<file path="config.mk">
export PLATFORM = sky130hd
export DESIGN_NAME = fib_seq_gen_flat
export DESIGN_NICKNAME = d
export VERILOG_FILES = /design/src/rtl/fib_seq_gen_if.sv /design/src/rtl/fib_seq_gen.sv /design/src/flat_wrapper.sv
export SDC_FILE = /design/constraint.sdc
export NUM_CORES = 1
export LEC_CHECK = 0
export CORE_MARGIN = 5
export CORE_UTILIZATION = 50
export DETAILED_ROUTE_END_ITERATION = 8
export PLACE_DENSITY = 0.81
export SLEW_MARGIN = 20
export SYNTH_ARGS = -nofsm -noshare
export SYNTH_HDL_FRONTEND = slang
export SYNTH_SLANG_ARGS = --single-unit
export TNS_END_PERCENT = 10
</file>
<file path="constraint.sdc">
create_clock -name clk -period 3.8 [get_ports clk]
set_input_delay 0.57 -clock clk [delete_from_list [all_inputs] [get_ports clk]]
set_output_delay 0.57 -clock clk [all_outputs]
set_load 0.005 [all_outputs]
</file>
<file path="src/rtl/fib_seq_gen_if.sv">
// ---------------------------------------------------------------------------
// fib_seq_gen_if
//   Control and output-stream bundle for the Fibonacci-class sequence
//   generator.
//
//   Signals (directions seen from the generator, modport master):
//     en         in   advance enable
//     load       in   synchronous seed load
//     seed0      in   W   first term loaded by load
//     seed1      in   W   second term loaded by load
//     out_ready  in   consumer accepts the current term
//     out        out  W   current term
//     out_valid  out  current term valid
//     index      out  IW  index of the current term, 0 = first term
//     ovf        out  sticky overflow flag
//     done       out  generator halted
//
//   The slave modport is the consumer/controller view of the same bundle.
// ---------------------------------------------------------------------------
interface fib_seq_gen_if #(
    parameter int W  = 16,
    parameter int IW = 8
);
    logic          en;
    logic          load;
    logic [W-1:0]  seed0;
    logic [W-1:0]  seed1;
    logic          out_ready;
    logic [W-1:0]  out;
    logic          out_valid;
    logic [IW-1:0] index;
    logic          ovf;
    logic          done;

    modport master (
        input  en, load, seed0, seed1, out_ready,
        output out, out_valid, index, ovf, done
    );

    modport slave (
        output en, load, seed0, seed1, out_ready,
        input  out, out_valid, index, ovf, done
    );
endinterface

</file>
<file path="src/rtl/fib_seq_gen.sv">
// ---------------------------------------------------------------------------
// fib_seq_gen
//   Two-term recurrence generator (Fibonacci, Lucas, or any seeded pair)
//   with a valid/ready output stream, enable, sticky overflow detection with
//   wrap or stop behaviour, and a saturating term index.
//
//   Parameters:
//     W         data width of every term
//     IW        width of the term index counter
//     SAT_MODE  0 = wrap on overflow and keep running,
//               1 = stop after the last representable term
//
//   Ports:
//     clk   in   clock, all logic on the rising edge
//     rst   in   synchronous active-high reset, highest priority
//     bus   fib_seq_gen_if.master  control inputs and output stream
//
//   Only out_valid is combinational; every other output is a register.
// ---------------------------------------------------------------------------
module fib_seq_gen #(
    parameter int W        = 16,
    parameter int IW       = 8,
    parameter int SAT_MODE = 0
) (
    input  logic          clk,
    input  logic          rst,
    fib_seq_gen_if.master bus
);

    typedef enum logic [1:0] {
        ST_RUN  = 2'd0,   // presenting terms, recurrence advancing
        ST_LAST = 2'd1,   // presenting the final term before a stop
        ST_HALT = 2'd2    // stopped until rst or load
    } state_t;

    logic [W-1:0]  r_a;       // current term, drives out
    logic [W-1:0]  r_b;       // next term
    logic [IW-1:0] r_index;
    logic          r_ovf;
    logic          r_done;
    state_t        r_state;

    logic [W:0]    w_sum;
    logic          w_idx_max;
    logic          w_out_valid;
    logic          w_xfer;

    // One extra bit so the carry out of the addition is the overflow flag.
    assign w_sum     = {1'b0, r_a} + {1'b0, r_b};
    assign w_idx_max = (r_index == {IW{1'b1}});

    // NOTE: out_valid is deliberately combinational so that dropping en or
    // raising load withdraws the term in the same cycle; a load cycle can
    // therefore never also be a transfer.
    assign w_out_valid = (r_state != ST_HALT) && bus.en && !bus.load;
    assign w_xfer      = w_out_valid && bus.out_ready;

    // NOTE: all state lives in this one clocked block and uses non-blocking
    // assignments, so every register samples the pre-edge values of its
    // neighbours (a <= b and b <= a + b read the old a and b).
    always_ff @(posedge clk) begin
        if (rst) begin
            r_a     <= '0;
            r_b     <= W'(1);
            r_index <= '0;
            r_ovf   <= 1'b0;
            r_done  <= 1'b0;
            r_state <= ST_RUN;
        end else if (bus.load) begin
            r_a     <= bus.seed0;
            r_b     <= bus.seed1;
            r_index <= '0;
            r_ovf   <= 1'b0;
            r_done  <= 1'b0;
            r_state <= ST_RUN;
        end else if (w_xfer) begin
            case (r_state)
                ST_RUN: begin
                    if (w_idx_max) begin
                        // Index would wrap: stop with the final term still
                        // on out. This wins over any overflow handling.
                        r_state <= ST_HALT;
                        r_done  <= 1'b1;
                    end else begin
                        r_a     <= r_b;
                        r_index <= r_index + IW'(1);
                        if (!w_sum[W]) begin
                            r_b <= w_sum[W-1:0];
                        end else if (SAT_MODE == 0) begin
                            r_b   <= w_sum[W-1:0];
                            r_ovf <= 1'b1;
                        end else begin
                            // b is not representable; b (now on its way to
                            // a) is the last valid term, so present it once
                            // more via LAST and then stop.
                            r_ovf   <= 1'b1;
                            r_state <= ST_LAST;
                        end
                    end
                end
                ST_LAST: begin
                    r_state <= ST_HALT;
                    r_done  <= 1'b1;
                end
                default: begin
                    // HALT never transfers because out_valid is low.
                end
            endcase
        end
    end

    assign bus.out       = r_a;
    assign bus.out_valid = w_out_valid;
    assign bus.index     = r_index;
    assign bus.ovf       = r_ovf;
    assign bus.done      = r_done;

endmodule

</file>
<file path="src/flat_wrapper.sv">
// flat-port wrapper written by rule: the top's interface ports become plain ports
module fib_seq_gen_flat 
#(
    parameter int W        = 16,
    parameter int IW       = 8,
    parameter int SAT_MODE = 0
)
  (clk, rst, bus_en, bus_load, bus_seed0, bus_seed1, bus_out_ready, bus_out, bus_out_valid, bus_index, bus_ovf, bus_done);
  fib_seq_gen_if #(.W(W), .IW(IW)) bus_i ();
  input  logic clk;
  input  logic rst;
  input wire logic [$bits(bus_i.en)-1:0] bus_en;
  input wire logic [$bits(bus_i.load)-1:0] bus_load;
  input wire logic [$bits(bus_i.seed0)-1:0] bus_seed0;
  input wire logic [$bits(bus_i.seed1)-1:0] bus_seed1;
  input wire logic [$bits(bus_i.out_ready)-1:0] bus_out_ready;
  output wire logic [$bits(bus_i.out)-1:0] bus_out;
  output wire logic [$bits(bus_i.out_valid)-1:0] bus_out_valid;
  output wire logic [$bits(bus_i.index)-1:0] bus_index;
  output wire logic [$bits(bus_i.ovf)-1:0] bus_ovf;
  output wire logic [$bits(bus_i.done)-1:0] bus_done;
  assign bus_i.en = bus_en;
  assign bus_i.load = bus_load;
  assign bus_i.seed0 = bus_seed0;
  assign bus_i.seed1 = bus_seed1;
  assign bus_i.out_ready = bus_out_ready;
  assign bus_out = bus_i.out;
  assign bus_out_valid = bus_i.out_valid;
  assign bus_index = bus_i.index;
  assign bus_ovf = bus_i.ovf;
  assign bus_done = bus_i.done;
  fib_seq_gen #(.W(W), .IW(IW), .SAT_MODE(SAT_MODE)) u_core (.clk(clk), .rst(rst), .bus(bus_i));
endmodule
</file>
After elaboration in Yosys (flattened, before gate mapping):

Cells that the tools add are included.

* register bits after elaboration: 44
* input port bits: 37
* output and inout bits: 27
* logic and storage cells: 39

* add/subtract/negate cells: 2
* equal/unequal tests: 5
* muxes and demuxes: 12
* bitwise gates (word level): 1
* reduce and logical (&&, ||, !) cells: 13

Operators with widths (number)
* $mux 16: 8
* $add 16x16->17: 1
* $reduce_and 3->1: 3
* $add 8x1->8 const B: 1
* $eq 8x8->1 const B: 1
* $reduce_bool 2->1: 3
* $ne 2x2->1 const B: 2
* $pmux 2 s2: 1
* $reduce_and 4->1: 1
* $logic_and 1x1->1: 3
* $eq 2x1->1 const B: 1
* $logic_not 2->1: 1
* $mux 2: 1
* $ne 2x1->1 const B: 1
* $pmux 1 s2: 1
* $reduce_or 2->1: 1
* $logic_not 1->1: 1
* $mux 1: 1
* $not 1->1: 1

Longest topological paths before layout:

Gate-level depths: netlist of the first run.

* depth after elaboration: 6
* depth in mapped cells: 8
* depth with buffers taken out: 8

Worst setup path after synthesis of the first run:

Ideal clock, no wire load.

* path kind: reg2reg
* start point: reg u_core.r_a[0] (netlist: u_core.bus.out[0])
* end point: reg u_core.r_b[12]
* setup time: 87 ps
* data arrival time: 2017 ps
* required time: 3713 ps
* slack: 1696 ps
* cell stages (with the launch flop): 9
* buffers on the path: 0
* period minus slack after synthesis: 2104 ps
* cell sequence: dfxtp_1 ha_1 fa_1 a21oi_1 o21ai_0 a211oi_1 o21ai_0 xnor2_1 o31ai_1

* cells in the longest elaborated chain, start to end: 5

RTL lines
* start: declaration: line fib_seq_gen.sv:36 `logic [W-1:0] r_a;`
* start signal: assignment: line fib_seq_gen.sv:70 `r_a <= bus.seed0;`
* start signal: assignment: line fib_seq_gen.sv:85 `r_a <= r_b;`
* $add 16x16->17: line fib_seq_gen.sv:49 `assign w_sum = {1'b0, r_a} + {1'b0, r_b};`
* $mux 16: line fib_seq_gen.sv:79 `if (w_idx_max) begin`
* $mux 16: line fib_seq_gen.sv:77 `case (r_state)`
* $mux 16: line fib_seq_gen.sv:76 `end else if (w_xfer) begin`
* $mux 16: line fib_seq_gen.sv:69 `end else if (bus.load) begin`
* end signal: assignment: line fib_seq_gen.sv:71 `r_b <= bus.seed1;`
* end signal: assignment: line fib_seq_gen.sv:88 `r_b <= w_sum[W-1:0];`
* end signal: assignment: line fib_seq_gen.sv:90 `r_b <= w_sum[W-1:0];`
* end: declaration: line fib_seq_gen.sv:37 `logic [W-1:0] r_b;`

No other way between the ends. The select of a mux whose other input is x is not followed.
A chain may end at the register's enable or synchronous reset.

Final worst setup path of the first run:

* start point: in bus_load
* end point: reg u_core.r_b[9]

* cells in the longest elaborated chain, start to end: 5
* elaborated cells between the ends (all ways): 8
* classes of those cells: 1 x eq/ne; 1 x mux; 6 x reduce/logical

RTL lines
* start: declaration: line flat_wrapper.sv:13 `input wire logic [$bits(bus_i.load)-1:0] bus_load;`
* $logic_not 1->1: line fib_seq_gen.sv:55 `assign w_out_valid = (r_state != ST_HALT) && bus.en && !bus.load;`
* $logic_and 1x1->1: line fib_seq_gen.sv:55
* $logic_and 1x1->1: line fib_seq_gen.sv:56 `assign w_xfer = w_out_valid && bus.out_ready;`
* $reduce_bool 2->1 (no line)
* $reduce_and 3->1 (no line)

Several ways; a longest one is shown, not always the timed one.

==> results.py, run 1 <==
metrics = {
    "critical_path": {
        "required_ns": 3.99,
        "endpoint_kind": "flip-flop",
        "r2r-start": "u_core.bus.out[0]$_SDFFE_PP0P_",
        "crit_buf_inv": 1,
        "worstPathArrival_ns": 2.67,
        "cp_cell_sequence": "buf_2, and4bb_2, o21a_1, nor2_2, a22oi_1, nor2_1, or3b_1",
        "path_class": "primary input to flip-flop",
        "crit_fanout": 53,
        "crit_family": "simple AND/OR/NAND/NOR gates",
        "startpoint": "bus_load",
        "start_kind": "primary input",
        "slowest_stage": "and4bb_2",
        "reg2reg_setup_slack_ns": 1.44,
        "slowest_delay_ns": 0.46,
        "reg2regPathDepth": 8,
        "r2r_end": "u_core.r_b[12]$_SDFFE_PP0P_",
    },
    "yosys": {
        "synth_ff_type": "dfxtp_1",
        "syn_area_sq_mm": 0.00251,
        "synth_cells": 320,
        "ys_types": 49,
        "ys_top_cells_by_count": "53 x nand2_1, 50 x a21oi_1, 42 x dfxtp_1",
        "synth_top_area_share_pct": 33.4,
        "synth_top_family_by_area": "compound AO/OA/AOI/OAI gates",
        "avgSynthCellArea_sq_um": 7.86,
        "synthesis.nets": 375,
        "yosysMostFrequentCell": "nand2_1",
        "synth-edff-count": 0,
        "muxShareOfSynthArea_pct": 0.398,
        "synth_adder_area_share_pct": 9.26,
        "async_reset_ff_share_pct": 0,
        "yosysSeqAreaShare_pct": 33.4,
        "synth-xor-area-share_pct": 4.88,
        "synth.top_cells.by_area": "dfxtp_1 33%, a21oi_1 10%, ha_1 8.5%",
        "synth_compound_area_share_pct": 25.5,
        "yosysTopAreaCell": "dfxtp_1",
        "synth-simple-area-share_pct": 22.9,
        "ys_warn_count": 0,
        "ys_ff_latch": 42,
    },
    "placed_design": {
        "numPortBuffers": 63,
        "placed_area_sq_mm": 0.00317,
        "place_congestion": 0.882,
        "hpwl_mm": 4.42,
        "placedCellCount": 436,
    },
    "power": {
        "intPower_uw": 834,
        "total_power_uw": 1120,
        "p_leak_uw": 0.00123,
        "switching_share_pct": 25.6,
        "power_frac_comb_pct": 18.8,
        "vdd_drop_max_mv": 0.258,
        "pwr-share-seq_pct": 43.0,
        "powerDensity_mw_per_mm2": 338,
        "clockPowerShare_pct": 38.2,
        "p_sw_uw": 287,
    },
    "routing": {
        "routed-via-count": 2487,
        "drt-total-wl_mm": 6.30,
        "drt_pass1_iterations": 5,
        "initialDrtViolationCount": 162,
        "drc": 0,
        "antenna_left": 0,
        "viasPerCell": 5.60,
        "wl_per_cell_microns": 14.2,
    },
    "cts": {
        "cts_buffer_depth": 2,
        "cts_resized": 0,
        "insertion_delay_ns": 0.30,
        "cts_tree": "built",
        "postCtsSetupBuffers": 0,
        "clk_pin_slew_worst_paths_ns": 0.09,
        "clock-root-buffer": "clkbuf_8",
        "cts.sinks": 42,
        "clock_tree.htree_level_count": 2,
        "cts_buffers": 5,
        "postCtsHoldBufs": 0,
    },
    "global_route": {
        "grt_first_pass_wirelength_mm": 10.2,
        "gr-total-overflow": 0,
        "grt_pass1_vias": 2278,
        "met3_usage_pct": 4.21,
        "busiest_layer": "met2",
        "grt_max_degree": 54,
        "antenna_found_initial": 0,
        "grt_use_total_pct": 19.3,
        "use_met1_pct": 24.7,
        "gr-usage-met2_pct": 32.9,
    },
    "cells_and_area": {
        "final_util_pct": 68.8,
        "drive_above_1_share_pct": 6.37,
        "multi_input_area_sq_mm": 0.00158,
        "fillers": 426,
        "design_area_sq_mm": 0.00331,
        "final_nets": 431,
        "n_antenna_cell": 0,
        "synthToLayoutAreaGrowth_pct": 31.8,
        "fin_cells": 444,
        "ff_latch_area_sq_um": 841,
    },
    "floorplanning": {
        "row_count": 25,
        "core_sq_mm": 0.00482,
        "die_h_microns": 80.9,
        "start_util_pct": 52.2,
        "dieArea_sq_mm": 0.00655,
        "die_w_microns": 80.9,
        "ios": 64,
    },
    "run_status": {
        "outcome": "finished clean",
    },
    "min_path": {
        "hold_end": "u_core.r_b[0]$_SDFFE_PP1P_",
        "min_from": "u_core.r_b[0]$_SDFFE_PP1P_",
        "hold_class": "flip-flop to flip-flop",
        "hold_depth": 2,
    },
    "sta": {
        "tightest_slew_ns": 1.04,
        "skew_ns": 0.0114,
        "rsz0062_at_grt": "false",
        "setup-violations-final": 0,
        "max_freq_mhz": 404,
        "period_needed_ns": 2.48,
        "hold_viol": 0,
        "period_share_pct": 65.2,
        "drv_slew": 0,
        "relSlewSlack_pct": 30.6,
        "tns_ns": 0,
    },
    "job": {
        "maxCapViolations": 0,
    },
}
## layout make-up
type / instances / share of cell area (%)
clock inverters: 3 / 2.08
flip-flops and latches: 42 / 25.4
inverters: 3 / 0.340
clock buffers: 5 / 2.08
well taps: 67 / 2.53
repair buffers: 67 / 19.8
multi-input cells: 257 / 47.8
## metal layers
metal	wire length (microns)	share of wire, %
met4	70	1.1
met1	2850	45
met3	404	6.4
met5	0	0
met2	2980	47
## power groups by stage
stage	Sequential, uW	Combinational, uW	Clock [uW]
finish	482	211	428
global route	485	230	455
CTS	482	210	437
detailed placement	491	207	0
global placement	491	203	0
floorplan	488	123	0
## flip-flops by register name, indices dropped and copies added, names as in the netlist
signal            cells
u_core.bus.ovf        1
u_core.bus.index      8
u_core.bus.out       16
u_core.r_b           16
u_core.r_state        1
## worst max path at each step
stage	endpoint	cells past startpoint	slack, ns
floorplan	u_core.r_b[12]$_SDFFE_PP0P_	8	1.70
global placement	u_core.r_b[9]$_SDFFE_PP0P_	7	1.13
detailed placement	u_core.r_b[9]$_SDFFE_PP0P_	7	1.03
CTS	u_core.r_b[9]$_SDFFE_PP0P_	7	1.37
global route	u_core.bus.out[9]$_SDFFE_PP0P_	8	1.22
finish	u_core.r_b[9]$_SDFFE_PP0P_	7	1.32
## worst min-delay path, cell delays in order (launching register included)
cell     delay (ns)
dfxtp_1        0.34
nand2_1        0.07
nand2_1        0.05
## cell usage in the layout (no fill, tap or decap), types with 2 or more instances in the layout
master	n
nand3b_1	4
clkdlybuf4s50_1	62
nand3_1	7
nand4_1	3
nor3b_1	3
a211oi_1	2
nand2b_1	2
inv_1	3
a2111oi_0	3
dfxtp_1	42
and3_4	2
nand2_1	53
o21ai_0	9
a21o_1	3
bufinv_16	2
xor2_1	4
buf_4	4
a22oi_1	12
o31ai_1	2
clkbuf_8	5
xnor2_1	10
nor3_1	10
a21oi_1	50
nor2_1	35
ha_1	17
a221oi_1	3
## through the flow
stage          setup slack, ns  hold slack [ns]
2_1_floorplan             1.70            0.439
3_3_place_gp              1.13            0.458
3_5_place_dp              1.03            0.473
4_1_cts                   1.37            0.484
5_1_grt                   1.22            0.506
6_report                  1.32            0.488
## cell families (layout without fill, tap and decap cells)
kind of cell               count (synthesis)  count (layout)
muxes                                      1               1
adders and majority gates                 18              18
DFF                                       42              42
AOI/OAI and AO/OA                         98              98
and+or+nand+nor                          126             126
xor gates and xnor gates                  14              14
buffers and inverters                     21              78
Power figures use the tool's default switching activity.
==> run 2, diff against run 1 <==
--- a/config.mk
+++ b/config.mk
@@ -6,9 +6,9 @@
 export NUM_CORES = 1
 export LEC_CHECK = 0
 export CORE_MARGIN = 5
-export CORE_UTILIZATION = 50
+export CORE_UTILIZATION = 44
 export DETAILED_ROUTE_END_ITERATION = 8
-export PLACE_DENSITY = 0.81
+export PLACE_DENSITY = 0.76
 export SLEW_MARGIN = 20
 export SYNTH_ARGS = -nofsm -noshare
 export SYNTH_HDL_FRONTEND = slang
==> constraint.sdc (replaced) <==
create_clock -name clk -period 2 [get_ports clk]
set_input_delay 0.3 -clock clk [delete_from_list [all_inputs] [get_ports clk]]
set_output_delay 0.3 -clock clk [all_outputs]
set_load 0.005 [all_outputs]
==> run 2 against run 1 <==
Effect of this change:
- the flow now finishes with violations (setup timing)
- first-iteration DRC count fell by 6.8%
- die area increased by 12%
- via count is 6.0% higher
- combinational power rose by 140%
- critical path depth increased by 1
- wire length rose by 8.5%
- cell count up 11%
==> results.py, run 2 (synthesis gave the netlist of run 1 again) <==
metrics = {
    "power": {
        "pwr-share-seq_pct": 41.0,
        "power_frac_comb_pct": 22.3,
        "switching_share_pct": 26.1,
        "clockPowerShare_pct": 36.8,
        "intPower_uw": 1650,
        "p_leak_uw": 0.00147,
        "powerDensity_mw_per_mm2": 586,
        "p_sw_uw": 583,
        "vdd_drop_max_mv": 0.438,
    },
    "sta": {
        "max_freq_mhz": 484,
        "rsz0062_at_grt": "true",
        "hold_viol": 0,
        "tightest_slew_ns": 0.495,
        "relSlewSlack_pct": 66.8,
        "drv_slew": 0,
        "period_needed_ns": 2.07,
        "period_share_pct": 103,
        "worst_slack_ns": -0.0672,
        "setup-violations-final": 4,
        "skew_ns": 0.00560,
    },
    "global_route": {
        "grt_first_pass_wirelength_mm": 11.6,
        "grt_pass1_vias": 2603,
        "grt_max_degree": 52,
        "gr-total-overflow": 0,
        "antenna_found_initial": 0,
        "grt_use_total_pct": 19.0,
    },
    "critical_path": {
        "crit_fanout": 3,
        "worstPathArrival_ns": 2.32,
        "cp_cell_sequence": "buf_4, ha_4, a21o_1, nand4_1, a21oi_2, o211ai_1, a2111oi_1, or3b_1",
        "slowest_stage": "a2111oi_1",
        "path_class": "flip-flop to flip-flop",
        "endpoint_kind": "flip-flop",
        "reg2reg_setup_slack_ns": -0.07,
        "slowest_delay_ns": 0.37,
        "start_kind": "flip-flop",
        "required_ns": 2.25,
    },
    "routing": {
        "initialDrtViolationCount": 151,
        "wl_per_cell_microns": 13.9,
        "viasPerCell": 5.36,
        "antenna_left": 0,
        "drc": 0,
        "drt_pass1_iterations": 6,
        "drt-total-wl_mm": 6.84,
        "routed-via-count": 2635,
    },
    "placed_design": {
        "placedCellCount": 476,
        "numPortBuffers": 63,
        "hpwl_mm": 4.64,
        "dpl_worst_slack_ns": -0.241,
        "placed_area_sq_mm": 0.00346,
        "place_congestion": 0.842,
    },
    "cells_and_area": {
        "synthToLayoutAreaGrowth_pct": 51.8,
        "design_area_sq_mm": 0.00381,
        "final_nets": 474,
        "layout_commonest_cell": "clkdlybuf4s50_1",
        "fillers": 460,
        "drive_above_1_share_pct": 20.7,
        "n_antenna_cell": 0,
        "final_cell_mix": "62 x clkdlybuf4s50_1, 53 x nand2_1, 45 x buf_4, 44 x a21oi_1, 38 x dfxtp_1",
        "fin_cells": 492,
    },
    "floorplanning": {
        "row_count": 27,
        "core_sq_mm": 0.00554,
        "die_h_microns": 85.6,
        "ios": 64,
        "dieArea_sq_mm": 0.00732,
        "die_w_microns": 85.6,
        "start_util_pct": 45.4,
    },
    "cts": {
        "cts_buffer_depth": 2,
        "cts.sinks": 42,
        "cts_tree": "built",
        "cts_buffers": 5,
        "insertion_delay_ns": 0.30,
        "clk_pin_slew_worst_paths_ns": 0.09,
        "clock-root-buffer": "clkbuf_8",
        "clock_tree.htree_level_count": 2,
    },
    "min_path": {
        "hold_class": "flip-flop to flip-flop",
    },
    "job": {
        "maxCapViolations": 0,
    },
    "run_status": {
        "violations": "setup timing",
        "outcome": "complete, but fails checks",
    },
}
-- run 2: changes by cell type in the layout (fill, tap and decap cells not counted), sizes merged --
cell,delta
buf,+43
-- run 2: worst max-delay path: cells and delay by family (launching register included) --
family,cells,cell delay (ns)
compound gates,4,0.88
fa+ha+maj,1,0.25
buf+inv,1,0.15
simple gates,2,0.40
flops,1,0.34
-- run 2: metrics by stage --
| step | setup TNS [ns] | hold slack (ns) | util, % | total power (uW) |
|---|---|---|---|---|
| 3_3_place_gp | -0.515 | 0.471 | 62.4 | 1370 |
| 5_1_grt | -0.706 | 0.514 | 68.9 | 2350 |
| 3_5_place_dp | -0.914 | 0.479 | 62.4 | 1380 |
| 6_report | -0.127 | 0.495 | 68.9 | 2230 |
| 4_1_cts | -0.0464 | 0.496 | 66.5 | 2220 |
| 2_1_floorplan | -0.0935 | 0.438 | - | 1160 |
-- run 2: cell type report --
class / instances / area [sq um] / share of cell area [%]
repair buffers: 110 / 1000 / 26.3
inverters: 3 / 11.3 / 0.295
clock buffers: 5 / 68.8 / 1.80
multi-input cells: 257 / 1730 / 45.3
clock inverters: 3 / 68.8 / 1.80
well taps: 72 / 90.1 / 2.36
flip-flops and latches: 42 / 846 / 22.2
-- run 2: what timing repair did --
action / CTS / global route
setup endpoints to repair: 10 / 25
pin swaps: 8 / 16
hold endpoints to repair: 0 / 0
resized for setup: 16 / 14
setup buffers: 2 / 6
hold buffers: 0 / 0
-- run 2: final timing paths --
path	from	endpoint	depth (start not counted)
min reg2reg	u_core.bus.out[2]$_SDFFE_PP0P_	u_core.bus.out[2]$_SDFFE_PP0P_	2
min	u_core.bus.out[2]$_SDFFE_PP0P_	u_core.bus.out[2]$_SDFFE_PP0P_	2
max	u_core.bus.out[1]$_SDFFE_PP0P_	u_core.r_b[9]$_SDFFE_PP0P_	8
max reg2reg	u_core.bus.out[1]$_SDFFE_PP0P_	u_core.r_b[9]$_SDFFE_PP0P_	8
-- run 2: power by group through the flow --
stage | clock network, uW | registers (uW) | logic (uW)
global route | 884 | 922 | 549
CTS | 840 | 912 | 470
global placement | 0 | 927 | 441
finish | 822 | 916 | 497
detailed placement | 0 | 928 | 447
floorplan | 0 | 928 | 234
-- run 2: per-layer routing --
layer	share of wire, %	global-route usage (%)	vias up
li1	-	-	1344
met1	46	23.4	1215
met2	48	32.3	63
met3	5.0	4.51	13
met4	1.6	6.76	0
met5	0	0	-
==> variant 1 (settings of run 2) <==
`SAT_MODE` is set to 0 in 2 places; all go to 1. Comments in the files are not updated.
--- a/src/rtl/fib_seq_gen.sv
+++ b/src/rtl/fib_seq_gen.sv
@@ -22,3 +22,3 @@
     parameter int IW       = 8,
-    parameter int SAT_MODE = 0
+    parameter int SAT_MODE = 1
 ) (
--- a/src/flat_wrapper.sv
+++ b/src/flat_wrapper.sv
@@ -5,3 +5,3 @@
     parameter int IW       = 8,
-    parameter int SAT_MODE = 0
+    parameter int SAT_MODE = 1
 )
Check against the original RTL: not equivalent (a bounded check fails within 4 cycles, from zero or initial values and one cycle with rst high).
==> variant 1 against run 2 <==
- the flow still finishes with violations (setup timing)
- sequential cell count grew 2
- die area grew 12%
- setup slack lost 210 ps
- power grew 15%
- synthesized area grew 14%
- critical path depth grew 2
- design area grew 19%
- routed wire length grew 39%
==> variant 1: results (changes against run 2) <==
======================================================================================
Status                                                                    finished, violations left   unchanged
Failing checks                                                            setup timing   unchanged
Syn Nets                                                                           408   was 375
Global-route met3 utilization                                                  0.05250   was 0.04515
Count of cells along the worst register-to-register path                            10   was 8
Post-route insts no fill                                                           578   was 492
Final setup margin                                                           -278.4 ps   was -67.25 ps
Wire length of the first global-routing pass                                  15730 um   was 11630 um
Tot GR Track Use                                                                0.2292   was 0.1901
CTS clock-pin slew for the worst setup and hold paths                           100 ps
Fraction of power spent switching nets                                          0.2995   was 0.2607
Pin count of the biggest net entering global routing                                35   was 52
Maximum vdd drop                                                              294.5 uV   was 437.8 uV
Final hold slack                                                              455.8 ps   was 495.3 ps
Metal-1 WL                                                                     4174 um   was 3120 um
Register area share after synthesis                                             0.3069   was 0.3345
Fraction of layout instances using a drive strength above 1                     0.2695   was 0.2071
Vias per cell                                                                    5.680   was 5.356
Global routing met1 resource utilization                                        0.3115   was 0.2342
Mapped Avg Cell Area                                                        8.131 um^2   was 7.855 um^2
Arrival time reported for the critical path endpoint                           2470 ps   was 2320 ps
Leakage                                                                       1.892 nW   was 1.468 nW
Total of endpoints with negative setup slack in the final report                    18   was 4
Leading post-synthesis cells by instance count                            sky130_fd_sc_hd__dfxtp_1 (44), sky130_fd_sc_hd__nor2_1 (32), sky130_fd_sc_hd__nand2_1 (29)   was sky130_fd_sc_hd__nand2_1 (53), sky130_fd_sc_hd__a21oi_1 (50), sky130_fd_sc_hd__dfxtp_1 (42)
Biggest area contributors in the synthesized netlist                      sky130_fd_sc_hd__dfxtp_1 (31%), sky130_fd_sc_hd__ha_1 (7.4%), sky130_fd_sc_hd__mux2i_1 (5.6%)   was sky130_fd_sc_hd__dfxtp_1 (33%), sky130_fd_sc_hd__a21oi_1 (10%), sky130_fd_sc_hd__ha_1 (8.5%)
Met2 Use GR                                                                     0.3590   was 0.3227
Placer congestion estimate                                                      0.9168   was 0.8416
DRT iter0 DRCs                                                                     245   was 151
Number of iterations in the first detailed-routing pass                              5   was 6
Post-detailed-placement cell area                                         0.004230 mm^2   was 0.003456 mm^2
Met3 WL post-DR                                                                 793 um   was 339 um
Worst slew margin relative to its limit                                         0.7244   was 0.6682
Number of different library cells in the post-synthesis netlist                     53   was 49
Number of placed cells counting well taps                                          564   was 476
Vias in the first global route                                                    3276   was 2603
Hpwl dp                                                                        6984 um   was 4636 um
Library cell contributing the largest single delay on the critical path   sky130_fd_sc_hd__dfxtp_2   was sky130_fd_sc_hd__a2111oi_1
Met2 routed wirelength                                                         4427 um   was 3265 um
Peak fanout along the critical path                                                 12   was 3
======================================================================================
==> variant 1: changes by cell type after synthesis, moves of 6 or more <==
cell	run 2	this run
sky130_fd_sc_hd__a211oi_1	2	18
sky130_fd_sc_hd__a21oi_1	50	27
sky130_fd_sc_hd__a22oi_1	12	0
sky130_fd_sc_hd__a31oi_1	0	6
sky130_fd_sc_hd__clkbuf_1	9	15
sky130_fd_sc_hd__inv_1	3	13
sky130_fd_sc_hd__mux2i_1	1	16
sky130_fd_sc_hd__nand2_1	53	29
sky130_fd_sc_hd__nand3_1	7	21
sky130_fd_sc_hd__nor3_1	10	4
sky130_fd_sc_hd__o21ai_0	9	17
==> variant 1: cell families after synthesis <==
group	synth area share
buffers and inverters	0.05013
XOR/XNOR	0.04272
adder cells (fa/ha/maj)	0.08108
AO/OA/AOI/OAI	0.2581
multiplexers	0.06364
flip-flops	0.3069
AND/OR/NAND/NOR	0.1975
==> variant 1: final timing paths <==
check                          from               to
setup / recovery  u_core.bus.out[0]    u_core.r_b[3]
hold / removal      u_core.bus.done  u_core.bus.done
setup reg to reg  u_core.bus.out[0]    u_core.r_b[3]
hold reg to reg     u_core.bus.done  u_core.bus.done
==> variant 1: power by group through the flow <==
| stage | registers [W] | clock network [W] | logic [W] |
|---|---|---|---|
| 2_1_floorplan | 0.000987 | 0 | 0.000380 |
| 3_3_place_gp | 0.000984 | 0 | 0.000769 |
| 3_5_place_dp | 0.000986 | 0 | 0.000785 |
| 4_1_cts | 0.000967 | 0.000756 | 0.000825 |
| 5_1_grt | 0.000974 | 0.000799 | 0.000917 |
| 6_report | 0.000968 | 0.000745 | 0.000848 |
==> variant 1: tightest hold or removal path, delay by kind of cell, from the launching register on <==
family                 cells  cell delay [ps]
AOI/OAI and AO/OA          1               50
buffers and inverters      1               50
DFF                        1              320
==> variant 1: repair_timing <==
item,4_1_cts,5_1_grt
buffers inserted,5,1
pin swaps,15,5
setup endpoints to repair,20,26
resized for setup,25,5
hold buffers,0,0
==> variant 1: final cells by class <==
class | count | area (um^2)
Clock buffer | 6 | 82.58
Clock inverter | 2 | 38.79
Fill cell | 489 | 1827
Inverter | 14 | 52.55
Multi-Input combinational cell | 274 | 1973
Sequential cell | 44 | 883.3
Tap cell | 77 | 96.34
Timing Repair Buffer | 161 | 1396
==> variant 1: stage by stage <==
step / power (W) / setup TNS [ps] / setup WS, ps
after floorplan: 0.001368 / -5001 / -385.0
after global placement: 0.001752 / -5853 / -367.3
after detailed placement: 0.001771 / -6754 / -431.5
after CTS: 0.002548 / -3969 / -264.6
after global routing: 0.002690 / -6060 / -397.7
final: 0.002561 / -4022 / -278.4
==> variant 2 (config.mk and constraints of run 2) <==
Without the edit above. Re-encode `state_t` (3 states) as one-hot, 3 bits wide.
--- a/src/rtl/fib_seq_gen.sv
+++ b/src/rtl/fib_seq_gen.sv
@@ -29,6 +29,6 @@
 
-    typedef enum logic [1:0] {
-        ST_RUN  = 2'd0,   // presenting terms, recurrence advancing
-        ST_LAST = 2'd1,   // presenting the final term before a stop
-        ST_HALT = 2'd2    // stopped until rst or load
+    typedef enum logic [2:0] {
+        ST_RUN  = 3'b001,   // presenting terms, recurrence advancing
+        ST_LAST = 3'b010,   // presenting the final term before a stop
+        ST_HALT = 3'b100    // stopped until rst or load
     } state_t;
Formal check against the unedited RTL: no difference found for any inputs over 4 cycles, from zero or initial values and one cycle with rst high; so few cycles prove little.
==> variant 2 against run 2 <==
- synthesized area is 0.80% higher
- critical path depth stayed put
- critical endpoint is now u_core.r_b[15]
- sequential cell count increased by 1
- design area down 1.5%
- power is 7.7% lower
- largest cell class unchanged
- routed wire length down 4.3%
- the run still ends with setup timing left
- setup slack improved by 51 ps
- utilization is 1.1 points lower
==> variant 2: results (changes against run 2) <==
================================================================================
Status                                                              finished, violations left   unchanged
Failing checks                                                      setup timing   unchanged
Avg WL per Cell                                                         13.66 um   was 13.89 um
Met2 routed wirelength                                                   3071 um   was 3265 um
Leakage                                                                 1.515 nW   was 1.468 nW
Filler instances                                                             466   was 460
Final setup margin                                                     -16.52 ps   was -67.25 ps
End point of the critical path                                      u_core.r_b[15]   was u_core.r_b[9]
Maximum vdd drop                                                        378.3 uV   was 437.8 uV
Longest individual stage delay on the worst path                          320 ps   was 370 ps
Arrival time reported for the critical path endpoint                     2200 ps   was 2320 ps
Leading post-synthesis cells by instance count                      sky130_fd_sc_hd__nand2_1 (48), sky130_fd_sc_hd__dfxtp_1 (43), sky130_fd_sc_hd__a21oi_1 (31)   was sky130_fd_sc_hd__nand2_1 (53), sky130_fd_sc_hd__a21oi_1 (50), sky130_fd_sc_hd__dfxtp_1 (42)
Fraction of layout instances using a drive strength above 1               0.2187   was 0.2071
Global-route met3 utilization                                            0.04227   was 0.04515
Number of iterations in the first detailed-routing pass                        4   was 6
Post-detailed-placement cell area                                   0.003530 mm^2   was 0.003456 mm^2
Gate Count Post-Synth                                                        307   was 320
Fraction of the core area covered by cells at the end of the flow         0.6780   was 0.6886
Total of endpoints with negative setup slack in the final report               3   was 4
Syn Nets                                                                     362   was 375
Peak fanout along the critical path                                            4   was 3
Number of different library cells in the post-synthesis netlist               51   was 49
Pin count of the biggest net entering global routing                          50   was 52
Hpwl dp                                                                  4750 um   was 4636 um
Transition at the pin with the smallest max-transition slack            494.1 ps   was 494.8 ps
Total negative slack for setup checks                                  -31.83 ps   was -126.6 ps
Biggest area contributors in the synthesized netlist                sky130_fd_sc_hd__dfxtp_1 (34%), sky130_fd_sc_hd__ha_1 (8.4%), sky130_fd_sc_hd__nand2_1 (7.1%)   was sky130_fd_sc_hd__dfxtp_1 (33%), sky130_fd_sc_hd__a21oi_1 (10%), sky130_fd_sc_hd__ha_1 (8.5%)
Wire length of the first global-routing pass                            11170 um   was 11630 um
Total via count after detailed routing                                      2504   was 2635
Combinational-cell power consumption                                  0.000505 W   was 0.000497 W
Minimum setup slack after placement                                    -153.9 ps   was -241.0 ps
Clock power frac                                                           0.299   was 0.368
================================================================================
variant 2: changes by cell type after synthesis, sizes merged, moves of 5 or more:
cell   change
nor2      -10
nand2      -5
nor3       -6
o21ai      -6
a21o      +14
a21oi     -19
variant 2: cell type report:
cell class / instances / area, um^2 / share of cell area
Timing Repair Buffer: 109 / 996.0 / 0.2652
Multi-Input combinational cell: 240 / 1673 / 0.4454
Sequential cell: 43 / 870.8 / 0.2318
Inverter: 7 / 26.28 / 0.006995
Tap cell: 72 / 90.09 / 0.02398
Clock buffer: 8 / 100.1 / 0.02665
variant 2: how the worst min path moves through the flow:
stage                 startpoint           endpoint  slack, ps  cells past startpoint
2_1_floorplan       bus_seed1[0]      u_core.r_b[0]        440                      2
3_3_place_gp   u_core.r_state[0]  u_core.r_state[0]        470                      1
3_5_place_dp   u_core.bus.out[2]  u_core.bus.out[2]        470                      2
4_1_cts        u_core.bus.out[2]  u_core.bus.out[2]        490                      2
5_1_grt        u_core.r_state[2]  u_core.r_state[2]        520                      2
6_report       u_core.r_state[2]  u_core.r_state[2]        490                      2
variant 2: timing repair:
item / CTS / global route
pin swaps: 12 / 2
hold buffers: 0 / 0
resized for setup: 10 / 15
setup endpoints to repair: 6 / 15
buffers inserted: 4 / 0
variant 2: kinds of logic (layout without fill, tap and decap cells):
kind of cell / count (synthesis) / in the layout / share of synthesized area
muxes: 7 / 7 / 0.02914
buffers and inverters: 24 / 124 / 0.04988
adders and majority gates: 18 / 18 / 0.09185
xor gates and xnor gates: 16 / 16 / 0.05531
DFF: 43 / 43 / 0.3398
and+or+nand+nor: 109 / 109 / 0.1980
AOI/OAI and AO/OA: 90 / 90 / 0.2361
